==> src/rtl/commit_pkg.sv <==
// Shared types for the commit queue: queued entry layout, retire FSM states and xRET bit positions.
package commit_pkg;

  localparam int ENTRY_XLEN   = 32;
  localparam int ENTRY_CSR_AW = 12;

  // Bit positions inside the {mret,sret,uret} vector
  localparam int XRET_M = 2;
  localparam int XRET_S = 1;
  localparam int XRET_U = 0;

  typedef enum logic {
    RUN   = 1'b0,
    DRAIN = 1'b1
  } state_t;

  typedef struct packed {
    logic [ENTRY_XLEN-1:0]   result;
    logic [4:0]              rd;
    logic                    we;
    logic [ENTRY_XLEN-1:0]   pc;
    logic [ENTRY_XLEN-1:0]   csr_wb;
    logic [ENTRY_CSR_AW-1:0] csr_addr;
    logic                    csr_we;
    logic [ENTRY_XLEN-1:0]   cause;
    logic                    exc;
    logic [2:0]              xret;
  } commit_entry_t;

endpackage

==> src/rtl/commit_fifo.sv <==
// Circular entry store for the commit queue: push at tail, pop at head, clear drops every queued entry.
// Head is read combinationally so the retire stage can register it on the pop edge.
module commit_fifo
  import commit_pkg::*;
#(
  parameter int DEPTH = 4
) (
  input  logic                    clk,
  input  logic                    rst,
  input  logic                    push,
  input  logic                    pop,
  input  logic                    clear,
  input  commit_entry_t           wr_entry,
  output commit_entry_t           head,
  output logic [$clog2(DEPTH):0]  count,
  output logic                    full,
  output logic                    empty
);

  localparam int AW = $clog2(DEPTH);

  commit_entry_t mem [DEPTH];
  logic [AW-1:0] wr_ptr_reg;
  logic [AW-1:0] rd_ptr_reg;
  logic [AW:0]   count_reg;
  logic          do_push;
  logic          do_pop;

  // A clear on the same edge discards the push and the pop alike
  assign do_push = push && !full && !clear;
  assign do_pop  = pop && !empty && !clear;

  always_ff @(posedge clk) begin
    if (do_push) mem[wr_ptr_reg] <= wr_entry;
  end

  always_ff @(posedge clk or posedge rst) begin
    if (rst) begin
      wr_ptr_reg <= '0;
      rd_ptr_reg <= '0;
      count_reg  <= '0;
    end else if (clear) begin
      rd_ptr_reg <= wr_ptr_reg;
      count_reg  <= '0;
    end else begin
      if (do_push) wr_ptr_reg <= wr_ptr_reg + AW'(1);
      if (do_pop)  rd_ptr_reg <= rd_ptr_reg + AW'(1);
      case ({do_push, do_pop})
        2'b10:   count_reg <= count_reg + (AW+1)'(1);
        2'b01:   count_reg <= count_reg - (AW+1)'(1);
        default: count_reg <= count_reg;
      endcase
    end
  end

  assign head  = mem[rd_ptr_reg];
  assign count = count_reg;
  assign full  = (count_reg == (AW+1)'(DEPTH));
  assign empty = (count_reg == '0);

endmodule

==> src/rtl/commit_queue.sv <==
// In-order retire stage: buffers stage-6 results, drives GPR/CSR write ports, raises trap/xRET/flush pulses.
// Build option: define COMMIT_PERF_CNT_EN to add the instret and trap_cnt counters.
module commit_queue
  import commit_pkg::*;
#(
  parameter int XLEN   = ENTRY_XLEN,
  parameter int DEPTH  = 4,
  parameter int CSR_AW = ENTRY_CSR_AW
) (
  input  logic                   clk,
  input  logic                   rst,
  input  logic                   in_valid,
  output logic                   in_ready,
  input  logic [XLEN-1:0]        in_result,
  input  logic [4:0]             in_rd,
  input  logic                   in_we,
  input  logic [XLEN-1:0]        in_pc,
  input  logic [XLEN-1:0]        in_csr_wb,
  input  logic [CSR_AW-1:0]      in_csr_addr,
  input  logic                   in_csr_we,
  input  logic [XLEN-1:0]        in_cause,
  input  logic                   in_exc,
  input  logic [2:0]             in_xret,
  input  logic                   commit_stall,
  input  logic                   redirect_ack,
  output logic                   wb_we,
  output logic [4:0]             wb_rd,
  output logic [XLEN-1:0]        wb_data,
  output logic                   csr_we,
  output logic [CSR_AW-1:0]      csr_addr,
  output logic [XLEN-1:0]        csr_wdata,
  output logic                   trap_valid,
  output logic [XLEN-1:0]        trap_pc,
  output logic [XLEN-1:0]        trap_cause,
  output logic [2:0]             xret_valid,
  output logic                   flush,
  output logic [$clog2(DEPTH):0] count
`ifdef COMMIT_PERF_CNT_EN
  ,
  output logic [63:0]            instret,
  output logic [31:0]            trap_cnt
`endif
);

  state_t        state_reg;
  state_t        state_next;
  commit_entry_t wr_entry;
  commit_entry_t head;
  logic          fifo_full;
  logic          fifo_empty;
  logic          push;
  logic          pop;
  logic          retire_trap;
  logic          retire_xret;
  logic          retire_flush;

  assign wr_entry = '{result: in_result, rd: in_rd, we: in_we, pc: in_pc,
                      csr_wb: in_csr_wb, csr_addr: in_csr_addr, csr_we: in_csr_we,
                      cause: in_cause, exc: in_exc, xret: in_xret};

  commit_fifo #(.DEPTH(DEPTH)) u_fifo (
    .clk      (clk),
    .rst      (rst),
    .push     (push),
    .pop      (pop),
    .clear    (retire_flush),
    .wr_entry (wr_entry),
    .head     (head),
    .count    (count),
    .full     (fifo_full),
    .empty    (fifo_empty)
  );

  always_ff @(posedge clk or posedge rst) begin
    if (rst) state_reg <= RUN;
    else     state_reg <= state_next;
  end

  // DRAIN blocks both ends of the queue until the front-end takes the new PC
  always_comb begin
    state_next = state_reg;
    in_ready   = 1'b0;
    pop        = 1'b0;
    case (state_reg)
      RUN: begin
        in_ready = !fifo_full;
        pop      = !fifo_empty && !commit_stall;
        if (pop && (head.exc || head.xret != 3'b000)) state_next = DRAIN;
      end
      DRAIN: begin
        if (redirect_ack) state_next = RUN;
      end
      default: state_next = RUN;
    endcase
  end

  assign push         = in_valid && in_ready;
  assign retire_trap  = pop && head.exc;
  assign retire_xret  = pop && !head.exc && (head.xret != 3'b000);
  assign retire_flush = retire_trap || retire_xret;

  always_ff @(posedge clk or posedge rst) begin
    if (rst) begin
      wb_we      <= 1'b0;
      wb_rd      <= '0;
      wb_data    <= '0;
      csr_we     <= 1'b0;
      csr_addr   <= '0;
      csr_wdata  <= '0;
      trap_valid <= 1'b0;
      trap_pc    <= '0;
      trap_cause <= '0;
      xret_valid <= 3'b000;
      flush      <= 1'b0;
    end else begin
      // A trapping entry writes nothing; an xRET may still carry its CSR write
      wb_we      <= pop && !head.exc && (head.xret == 3'b000) && head.we && (head.rd != 5'd0);
      csr_we     <= pop && !head.exc && head.csr_we;
      trap_valid <= retire_trap;
      xret_valid <= retire_xret ? head.xret : 3'b000;
      flush      <= retire_flush;
      if (pop) begin
        wb_rd      <= head.rd;
        wb_data    <= head.result;
        csr_addr   <= head.csr_addr;
        csr_wdata  <= head.csr_wb;
        trap_pc    <= head.pc;
        trap_cause <= head.cause;
      end
    end
  end

`ifdef COMMIT_PERF_CNT_EN
  always_ff @(posedge clk or posedge rst) begin
    if (rst) begin
      instret  <= '0;
      trap_cnt <= '0;
    end else begin
      if (pop && !head.exc) instret <= instret + 64'd1;
      if (retire_trap)      trap_cnt <= trap_cnt + 32'd1;
    end
  end
`endif

endmodule

==> config.mk <==
export PLATFORM = sky130hd
export DESIGN_NAME = commit_queue
export DESIGN_NICKNAME = d
export VERILOG_FILES = /design/src/rtl/commit_pkg.sv /design/src/rtl/commit_fifo.sv /design/src/rtl/commit_queue.sv
export SDC_FILE = /design/constraint.sdc
export NUM_CORES = 1
export LEC_CHECK = 0
export BUFFER_PORTS_ARGS = -buffer_cell sky130_fd_sc_hd__buf_2
export CAP_MARGIN = 20
export CELL_PAD_IN_SITES_DETAIL_PLACEMENT = 1
export CELL_PAD_IN_SITES_GLOBAL_PLACEMENT = 2
export CORE_MARGIN = 5
export CORE_UTILIZATION = 50
export DETAILED_ROUTE_END_ITERATION = 10
export PLACE_DENSITY = 0.84
export SYNTH_ARGS = -nofsm -noshare
export SYNTH_HDL_FRONTEND = slang
export SYNTH_HIERARCHICAL = 1
export SYNTH_SLANG_ARGS = --single-unit
==> constraint.sdc <==
create_clock -name clk -period 19.41 [get_ports clk]
set_input_delay 4.8525 -clock clk [delete_from_list [all_inputs] [get_ports clk]]
set_output_delay 4.8525 -clock clk [all_outputs]
set_load 0.02 [all_outputs]
After elaboration in Yosys (flattened, before gate mapping)
Memories as Yosys holds them, arrays and structs flattened.
Cells that the tools add are included.
{"block": "op_classes", "reduce_logical": 28, "add_sub_neg": 4, "n_eq_ne": 3, "bitwise_logic": 2, "n_mux": 12}
{"cell": "1-bit logical AND", "n": 14}
{"cell": "3-bit logical NOT", "n": 2}
{"cell": "1-bit two-way mux", "n": 6}
{"cell": "3-bit two-way mux", "n": 2}
{"cell": "3-bit case mux with 2 select lines", "n": 1}
{"cell": "3-bit nonzero test", "n": 2}
{"cell": "1-bit logical NOT", "n": 5}
{"cell": "5-bit nonzero test", "n": 1}
{"cell": "2-bit by 1-bit adder with 2-bit output (second input constant)", "n": 2}
{"cell": "2-bit two-way mux", "n": 2}
{"cell": "3-bit by 1-bit adder with 3-bit output (second input constant)", "n": 1}
{"cell": "3-bit equality test (second input constant)", "n": 1}
{"cell": "3-bit by 1-bit subtractor with 3-bit output (second input constant)", "n": 1}
{"cell": "2-bit by 1-bit equality test with 1-bit output (second input constant)", "n": 1}
{"cell": "2-bit equality test (second input constant)", "n": 1}
{"cell": "1-bit logical OR", "n": 2}
{"cell": "1-bit inverter", "n": 2}
{"cell": "1-bit case mux with 2 select lines", "n": 1}
{"cell": "2-bit AND reduction", "n": 1}
{"cell": "2-bit nonzero test", "n": 1}
{"block": "word_totals", "ram_bits": 604, "out_inout_bits": 156, "regBits": 160, "inputBits": 156, "n_memories": 1}
{"memory": "u_fifo.mem", "words": 4, "width": 151, "read_ports": 1, "rd_ports_with_merged_regs": 0, "wr": 1, "line_no": "commit_fifo.sv:22", "rtl": "commit_entry_t mem [DEPTH];"}

Longest topological paths before layout
Gate-level depths: netlist of the first run.
{"block": "depth", "depth_word": 12, "depth_mapped": 15, "depth_no_buf": 10}

By module
The synthesis of the first run kept the hierarchy.
{"module": "commit_fifo", "cells_per_inst": 851, "area_per_inst_um2": 22320.2, "instances": 1}
{"module": "commit_queue", "cells_per_inst": 333, "area_per_inst_um2": 6218.5, "instances": 1}

Worst setup path before layout of the first run
Ideal clock, no wire load.
{"block": "synth_path", "path_kind": "input to register", "from": "input port commit_stall", "to": "memory u_fifo/mem[0][0] in the netlist's numbering, enable pin", "path_stages": 8, "t_required_ps": 18881, "t_arrival_ps": 9421, "slack_ps": 9460, "setup_ps": 529, "path_cell_list": "or3_1 buf_2 buf_6 buf_6 nor2_1 clkbuf_1 nor3b_4 and2_1"}
{"block": "synth_between", "elab_chain_cells": 10, "elab_cells_between_ends": 11}
{"item": "from (decl)", "line_no": "commit_queue.sv:24", "rtl": "input logic commit_stall,"}
{"item": "1-bit logical NOT *", "line_no": "commit_queue.sv:87", "rtl": "pop = !fifo_empty && !commit_stall;"}
{"item": "1-bit logical AND *", "line_no": "commit_queue.sv:87"}
{"item": "1-bit two-way mux *", "line_no": "commit_queue.sv:84", "rtl": "case (state_reg)"}
{"item": "1-bit logical AND (2 in a row)", "line_no": "commit_queue.sv:99", "rtl": "assign retire_xret = pop && !head.exc && (head.xret != 3'b000);"}
{"item": "1-bit logical OR *", "line_no": "commit_queue.sv:100", "rtl": "assign retire_flush = retire_trap || retire_xret;"}
{"item": "net retire_flush", "line_no": "commit_queue.sv:55", "rtl": "logic retire_flush;"}
{"item": "1-bit logical NOT *", "line_no": "commit_fifo.sv:30", "rtl": "assign do_push = push && !full && !clear;"}
{"item": "1-bit logical AND *", "line_no": "commit_fifo.sv:30"}
{"item": "1-bit two-way mux *", "line_no": "commit_fifo.sv:34", "rtl": "if (do_push) mem[wr_ptr_reg] <= wr_entry;"}
{"item": "1-bit two-way mux (implied by the code) *", "line_no": "commit_fifo.sv:34"}
{"item": "to (decl)", "line_no": "commit_fifo.sv:22"}
The timed path passes the listed nets; every way through them passes the cells marked *.

Worst setup path after layout of the first run
{"block": "layout_path", "from": "input port commit_stall", "to": "memory u_fifo/mem[3][17] in the netlist's numbering, enable pin"}
Same word-level chain as after synthesis.

==> metrics.md, run 1 <==
| Metric | Value |
|---|---|
| Final wirelength | `62.5 mm` |
| Worst EP arrival | `approximately 9 ns` |
| DR vias/cell | `5.54` |
| Maxcap violations | `0` |
| H-tree depth | `3` |
| Core ar. | `about 0.056 sq mm` |
| DRT Pass-1 Iters | `4` |
| Fmax | `approximately 110 MHz` |
| Synthesis Warnings | `6` |
| Skew-Pair Late Insertion Delay | `0.60 ns` |
| Hold buffers post-CTS | `0` |
| Slew headroom | `between 30% and 40%` |
| Synth Flop Type | `edfxtp_1` |
| Sequential area share after synthesis | `roughly 78%` |
| First-pass GRT wire length | `~95 mm` |
| GRT Total Usage | `around a fifth` |
| Largest net degree at the start of global routing | `a little over 80` |
| Top cell type by total area after synthesis | `edfxtp_1` |
| Top-count cell post-synth | `edfxtp_1` |
| Synth unique cells | `38` |
| Die ar. | `0.0620 sq mm` |
| Nets@finish | `between 1500 and 2000` |
| Biggest register | `u_fifo/mem` |
| Minimum clock period | `just under 9 ns` |
| Final HPWL DP | `about 38 mm` |
| Max Slew Vio Count | `0` |
| Status | `complete, no violations` |
| Slew of the pin with the lowest slew margin | `1.02 ns` |
| EDFF count, synth | `about 600` |
| # IOs | `312` |
| RSZ-0062 raised after global routing | `no` |
| Finished Layout Cells | `between 2000 and 2500` |
| Required time worst endpoint | `roughly 20 ns` |
| Mapped Area | `0.0285 sq mm` |
| FF-to-FF path depth | `8` |
| Cells after Synth | `between 1000 and 1500` |
| Mapped Nets | `around 1300` |
| Synth top area cells | `edfxtp_1, dfrtp_1, mux4_2` |
| Worst Hold Endpoint | `trap_pc[29]$_DFFE_PP0N_` |
| Root buffer cell | `clkbuf_16` |
| DRC errors left | `0` |
| Fillers | `between 4000 and 5000` |
| CP Class | `primary input to register` |
| Site Rows | `87` |
| CTS tree | `built` |
| Min-delay src | `trap_pc[29]$_DFFE_PP0N_` |
| Startpoint Class | `primary input` |
| Total power | `0.00541 W` |
| Routability Congestion | `~0.74` |
| DP Cell Count | `2212` |
| Crit path max fanout | `54` |
| Seq. cell area | `approximately 0.022 sq mm` |
| Syn Area/Cell | `24.1 sq um` |
| Setup tns final | `0 ns` |
| Resized cells post-CTS | `0` |
| Final setup viols | `0` |
| Layout Area Growth over Synthesis | `16.4%` |
| Postcts setup bufs | `0` |
| Buffers on Ports | `311` |
| Setup slack, reg-to-reg | `12.91 ns` |
| P per Cell Area | `approximately 160 mW/mm^2` |
| Core Util, Final | `about three fifths` |
| Longest Clk Path Bufs | `3` |
| TritonCTS Buffers | `just under 80` |
| Top cells by count, synth | `edfxtp_1, dfrtp_1, mux4_2` |
| Layout Skew | `about 0.016 ns` |
| Number of flip-flops in the largest register | `about 600` |
| Via Count | `13099` |
| Worst vdd ir | `about 0.13 mV` |
| Starting DRC count in detailed routing | `982` |
| Yosys reg bits | `764` |
| Clock sinks | `764` |
| Average routed wire per standard cell | `about 26 um` |
| Reg-to-reg critical path endpoint | `u_fifo/mem[3][17]$_DFFE_PP_` |
| Starting density of the core | `50.5%` |
| Top-area cell type share of the netlist area | `a little under two thirds` |
| Crit share post-route | `44.9%` |
| Final hold vios | `0` |
| Area of the multi-input gates | `0.00588 sq mm` |
| Vias in the first global route | `roughly 14000` |
| DIE HEIGHT | `approximately 250 um` |
| Min-Delay Path Class | `register to register` |
| Worst Hold Slack | `roughly 0.50 ns` |
| Worst hold path depth | `1` |
| Initial antenna violation count | `19` |
| Post-route ant nets | `0` |
| Ys async rst share | `between 20% and 30%` |
| Die W | `between 200 and 250 um` |
| Grt ovf | `0` |
| Share of post-route cells with drive strength above 1 | `roughly 47%` |
| Crit. End Element | `register` |
| Lkg Pwr | `12.2 nW` |
| Critical register-to-register path startpoint | `u_fifo/rd_ptr_reg[0]$_DFFE_PP0P_` |
| Clock-pin slew on the worst setup and hold paths | `0.06 ns` |
| Worst setup path startpoint | `commit_stall` |
## power breakdown
part           leakage (nW)  switching (W)  internal (W)
combinational          3.57       0.000812      0.000735
sequential             7.39       0.000217       0.00220
clock                  1.21       0.000591      0.000860
total                  12.2        0.00162       0.00379
## cells in the final DEF, fill, tap and decap left out, types with 4 or more instances in the layout
cell type / netlist / layout
mux2_2: 43 / 43
and2_4: 0 / 4
mux4_2: 151 / 151
clkbuf_1: 7 / 23
clkinvlp_4: 0 / 4
dfrtp_1: 160 / 158
nand3_1: 4 / 4
buf_4: 2 / 16
nand2_1: 4 / 4
buf_2: 23 / 311
clkbuf_16: 0 / 81
and2_1: 10 / 6
nor3_1: 4 / 4
clkinv_2: 0 / 12
diode_2: 0 / 11
nor2_1: 4 / 4
bufinv_16: 0 / 6
mux2_4: 102 / 102
clkinv_1: 0 / 8
inv_1: 7 / 6
edfxtp_1: 604 / 604
ha_1: 4 / 4
clkbuf_8: 0 / 4
## logic make-up after synthesis
kind of cell	synth area share (%)
and+or+nand+nor	0.745
DFF	77.6
adders and majority gates	0.246
xor gates and xnor gates	0.153
muxes	19.1
buffers and inverters	1.89
AOI/OAI and AO/OA	0.329
## per-layer routing
layer	vias up	global-route usage [%]	routed length, um
met3	95	5.10	4070
met1	7014	26.9	25000
li1	5564	-	-
met2	408	33.5	32000
met4	18	5.39	1320
met5	-	0	122
## area by class of cell
cell class / instances / share of cell area [%]
Sequential cell: 764 / 66.7
Tap cell: 756 / 2.85
Antenna cell: 11 / 0.0828
Clock buffer: 108 / 6.53
Multi-Input combinational cell: 358 / 17.7
Timing Repair Buffer: 328 / 5.13
Inverter: 7 / 0.0941
Clock inverter: 32 / 0.957
## stage by stage
| step | setup slack [ns] | instance area (sq um) |
|---|---|---|
| 6_report | 10.69 | 33200 |
| 5_1_grt | 10.50 | 33200 |
| 3_3_place_gp | 10.15 | 30700 |
| 3_5_place_dp | 10.02 | 30700 |
| 2_1_floorplan | 9.46 | 28500 |
| 4_1_cts | 10.68 | 33200 |
## how the worst max path moves through the flow
| stage | end | slack [ns] | cells after the start |
|---|---|---|---|
| detailed placement | u_fifo/mem[2][70]$_DFFE_PP_ | 10.02 | 7 |
| floorplan | u_fifo/mem[0][0]$_DFFE_PP_ | 9.46 | 8 |
| finish | u_fifo/mem[3][17]$_DFFE_PP_ | 10.69 | 7 |
| global placement | u_fifo/mem[3][80]$_DFFE_PP_ | 10.15 | 7 |
| CTS | u_fifo/mem[2][18]$_DFFE_PP_ | 10.68 | 7 |
| global route | u_fifo/mem[2][26]$_DFFE_PP_ | 10.50 | 7 |
## worst max-delay path, stage by stage
cell and delay (ns):
buf_2 0.10, or3_4 0.69, nor2_1 0.40, nor3b_4 0.43, and2_4 0.71, buf_4 0.78
buf_4 0.76
Power figures use the tool's default switching activity.
==> run 2, diff against run 1 <==
--- a/config.mk
+++ b/config.mk
@@ -10,9 +10,9 @@
 export CELL_PAD_IN_SITES_DETAIL_PLACEMENT = 1
 export CELL_PAD_IN_SITES_GLOBAL_PLACEMENT = 2
 export CORE_MARGIN = 5
-export CORE_UTILIZATION = 50
+export CORE_UTILIZATION = 46
 export DETAILED_ROUTE_END_ITERATION = 10
-export PLACE_DENSITY = 0.84
+export PLACE_DENSITY = 0.78
 export SYNTH_ARGS = -nofsm -noshare
 export SYNTH_HDL_FRONTEND = slang
 export SYNTH_HIERARCHICAL = 1
==> constraint.sdc (replaced) <==
create_clock -name clk -period 8.34 [get_ports clk]
set_input_delay 2.085 -clock clk [delete_from_list [all_inputs] [get_ports clk]]
set_output_delay 2.085 -clock clk [all_outputs]
set_load 0.02 [all_outputs]
==> metrics.md, run 2 (synthesized netlist as in run 1, its figures left out) <==
| Metric | Value |
|---|---|
| Final hold vios | `0` |
| Crit-path cells | `mux4_2 -> nor4_1 -> nor2_1 -> nor3b_4 -> and2_4 -> buf_4` |
| Clock sinks | `between 700 and 800` |
| Worst EP arrival | `4.55 ns` |
| First-pass GRT wire length | `about 90 mm` |
| Status | `complete, no violations` |
| Site Rows | `91` |
| DIE HEIGHT | `259 um` |
| Layout Area Growth over Synthesis | `17.6%` |
| Crit path max fanout | `50` |
| Startpoint Class | `register` |
| Core ar. | `0.0616 sq mm` |
| GRT Total Usage | `roughly 18%` |
| Minimum clock period | `approximately 4.3 ns` |
| Postcts setup bufs | `0` |
| Fillers | `around 5400` |
| DRT Pass-1 Iters | `5` |
| Via Count | `about 13000` |
| Resized cells post-CTS | `0` |
| Layout Skew | `0.0174 ns` |
| Slew headroom | `between 10% and 20%` |
| Reg-to-reg critical path endpoint | `u_fifo/mem[1][97]$_DFFE_PP_` |
| Max Slew Vio Count | `0` |
| Starting DRC count in detailed routing | `between 800 and 900` |
| Worst setup path startpoint | `u_fifo/rd_ptr_reg[0]$_DFFE_PP0P_` |
| Critical path's largest stage delay | `0.97 ns` |
| Die ar. | `0.0671 sq mm` |
| Setup slack, reg-to-reg | `between 4 and 5 ns` |
| # IOs | `312` |
| Critical-path top delay cell | `dfrtp_4` |
| Slew of the pin with the lowest slew margin | `~1.2 ns` |
| Root buffer cell | `clkbuf_16` |
| Setup tns final | `0 ns` |
| Fmax | `approximately 230 MHz` |
| Final HPWL DP | `roughly 37 mm` |
| Clock-pin slew on the worst setup and hold paths | `around 0.06 ns` |
| Longest Clk Path Bufs | `3` |
| Skew-Pair Late Insertion Delay | `roughly 0.6 ns` |
| Most common cell after layout, fill and taps aside | `edfxtp_1` |
| Critical register-to-register path startpoint | `u_fifo/rd_ptr_reg[0]$_DFFE_PP0P_` |
| M1 WL | `approximately 25 mm` |
| Initial antenna violation count | `15` |
| Largest net degree at the start of global routing | `about 120` |
| Crit share post-route | `around half` |
| Maxcap violations | `0` |
| Required time worst endpoint | `8.56 ns` |
| Final worst slack | `about 4 ns` |
| Max Used Layer | `met5` |
| Grt ovf | `0` |
| Min-Delay Path Class | `register to register` |
| CP delay by family, top | `simple AND/OR/NAND/NOR gates` |
| TritonCTS Buffers | `78` |
| Vias in the first global route | `roughly 14000` |
| Final wirelength | `around 60 mm` |
| Number of flip-flops in the largest register | `about 600` |
| FF-to-FF path depth | `6` |
| Most frequent cells in the layout | `edfxtp_1, buf_2, dfrtp_1, mux4_2, mux2_4` |
| Worst vdd ir | `between 0.3 and 0.4 mV` |
| CP Class | `register to register` |
| Biggest register | `u_fifo/mem` |
| Worst Setup EP | `u_fifo/mem[1][97]$_DFFE_PP_` |
| Routability Congestion | `0.730` |
| P per Cell Area | `379 mW/mm^2` |
| H-tree depth | `3` |
| DR vias/cell | `5.24` |
| Die W | `roughly 260 um` |
| Min-delay src | `trap_cause[19]$_DFFE_PP0N_` |
| Met2 wire length | `30.0 mm` |
| Crit. End Element | `register` |
| RSZ-0062 raised after global routing | `no` |
| Average routed wire per standard cell | `~25 um` |
| Worst slack at placement | `3.18 ns` |
| Final setup viols | `0` |
| CP Depth | `6` |
| Crit path buffers/inverters | `1` |
| Nets@finish | `1698` |
| Post-route ant nets | `0` |
| Share of post-route cells with drive strength above 1 | `47.1%` |
| Buffers on Ports | `just over 300` |
| Lkg Pwr | `12.3 nW` |
| Starting density of the core | `between 40% and 50%` |
| Hold buffers post-CTS | `0` |
| CTS tree | `built` |
| DRC errors left | `0` |
| WL met3 | `around 3.6 mm` |
run 2: power breakdown:
group	internal, W	switching [W]
Combinational	0.00173	0.00182
Clock	0.00217	0.00138
Sequential	0.00511	0.000522
run 2: worst min-delay path by stage:
| stage | end | slack, ns | cells after the start |
|---|---|---|---|
| 2_1_floorplan | u_fifo/rd_ptr_reg[0]$_DFFE_PP0P_ | 0.51 | 2 |
| 3_3_place_gp | trap_pc[14]$_DFFE_PP0N_ | 0.49 | 1 |
| 3_5_place_dp | trap_cause[2]$_DFFE_PP0N_ | 0.49 | 1 |
| 4_1_cts | trap_cause[19]$_DFFE_PP0N_ | 0.50 | 1 |
| 5_1_grt | csr_wdata[11]$_DFFE_PP0N_ | 0.51 | 1 |
| 6_report | trap_cause[19]$_DFFE_PP0N_ | 0.50 | 1 |
run 2: area by class of cell:
cell class	count	area [sq um]	area share, %
diodes	8	20.0	0.0597
clock buffers	98	2160	6.44
inverters	7	31.3	0.0932
multi-input cells	358	5870	17.5
repair buffers	328	1790	5.32
clock inverters	44	487	1.45
well taps	837	1050	3.12
flip-flops and latches	764	22100	66.0
run 2: metal layers:
metal	track usage (%)	vias up
met5	0	-
met3	4.21	88
li1	-	5559
met2	29.1	310
met4	5.24	14
met1	24.6	6847
run 2: stage by stage:
stage / area (sq um) / utilization [%] / total power, W / instances / hold slack [ns]
final: 33600 / 54.5 / 0.0127 / 2444 / 0.500
after floorplan: 28500 / - / 0.00828 / 1184 / 0.511
after detailed placement: 30800 / 50.1 / 0.00935 / 2292 / 0.488
after CTS: 33500 / 54.4 / 0.0130 / 2434 / 0.502
after global placement: 30800 / 50.1 / 0.00923 / 2292 / 0.487
after global routing: 33500 / 54.5 / 0.0134 / 2439 / 0.514
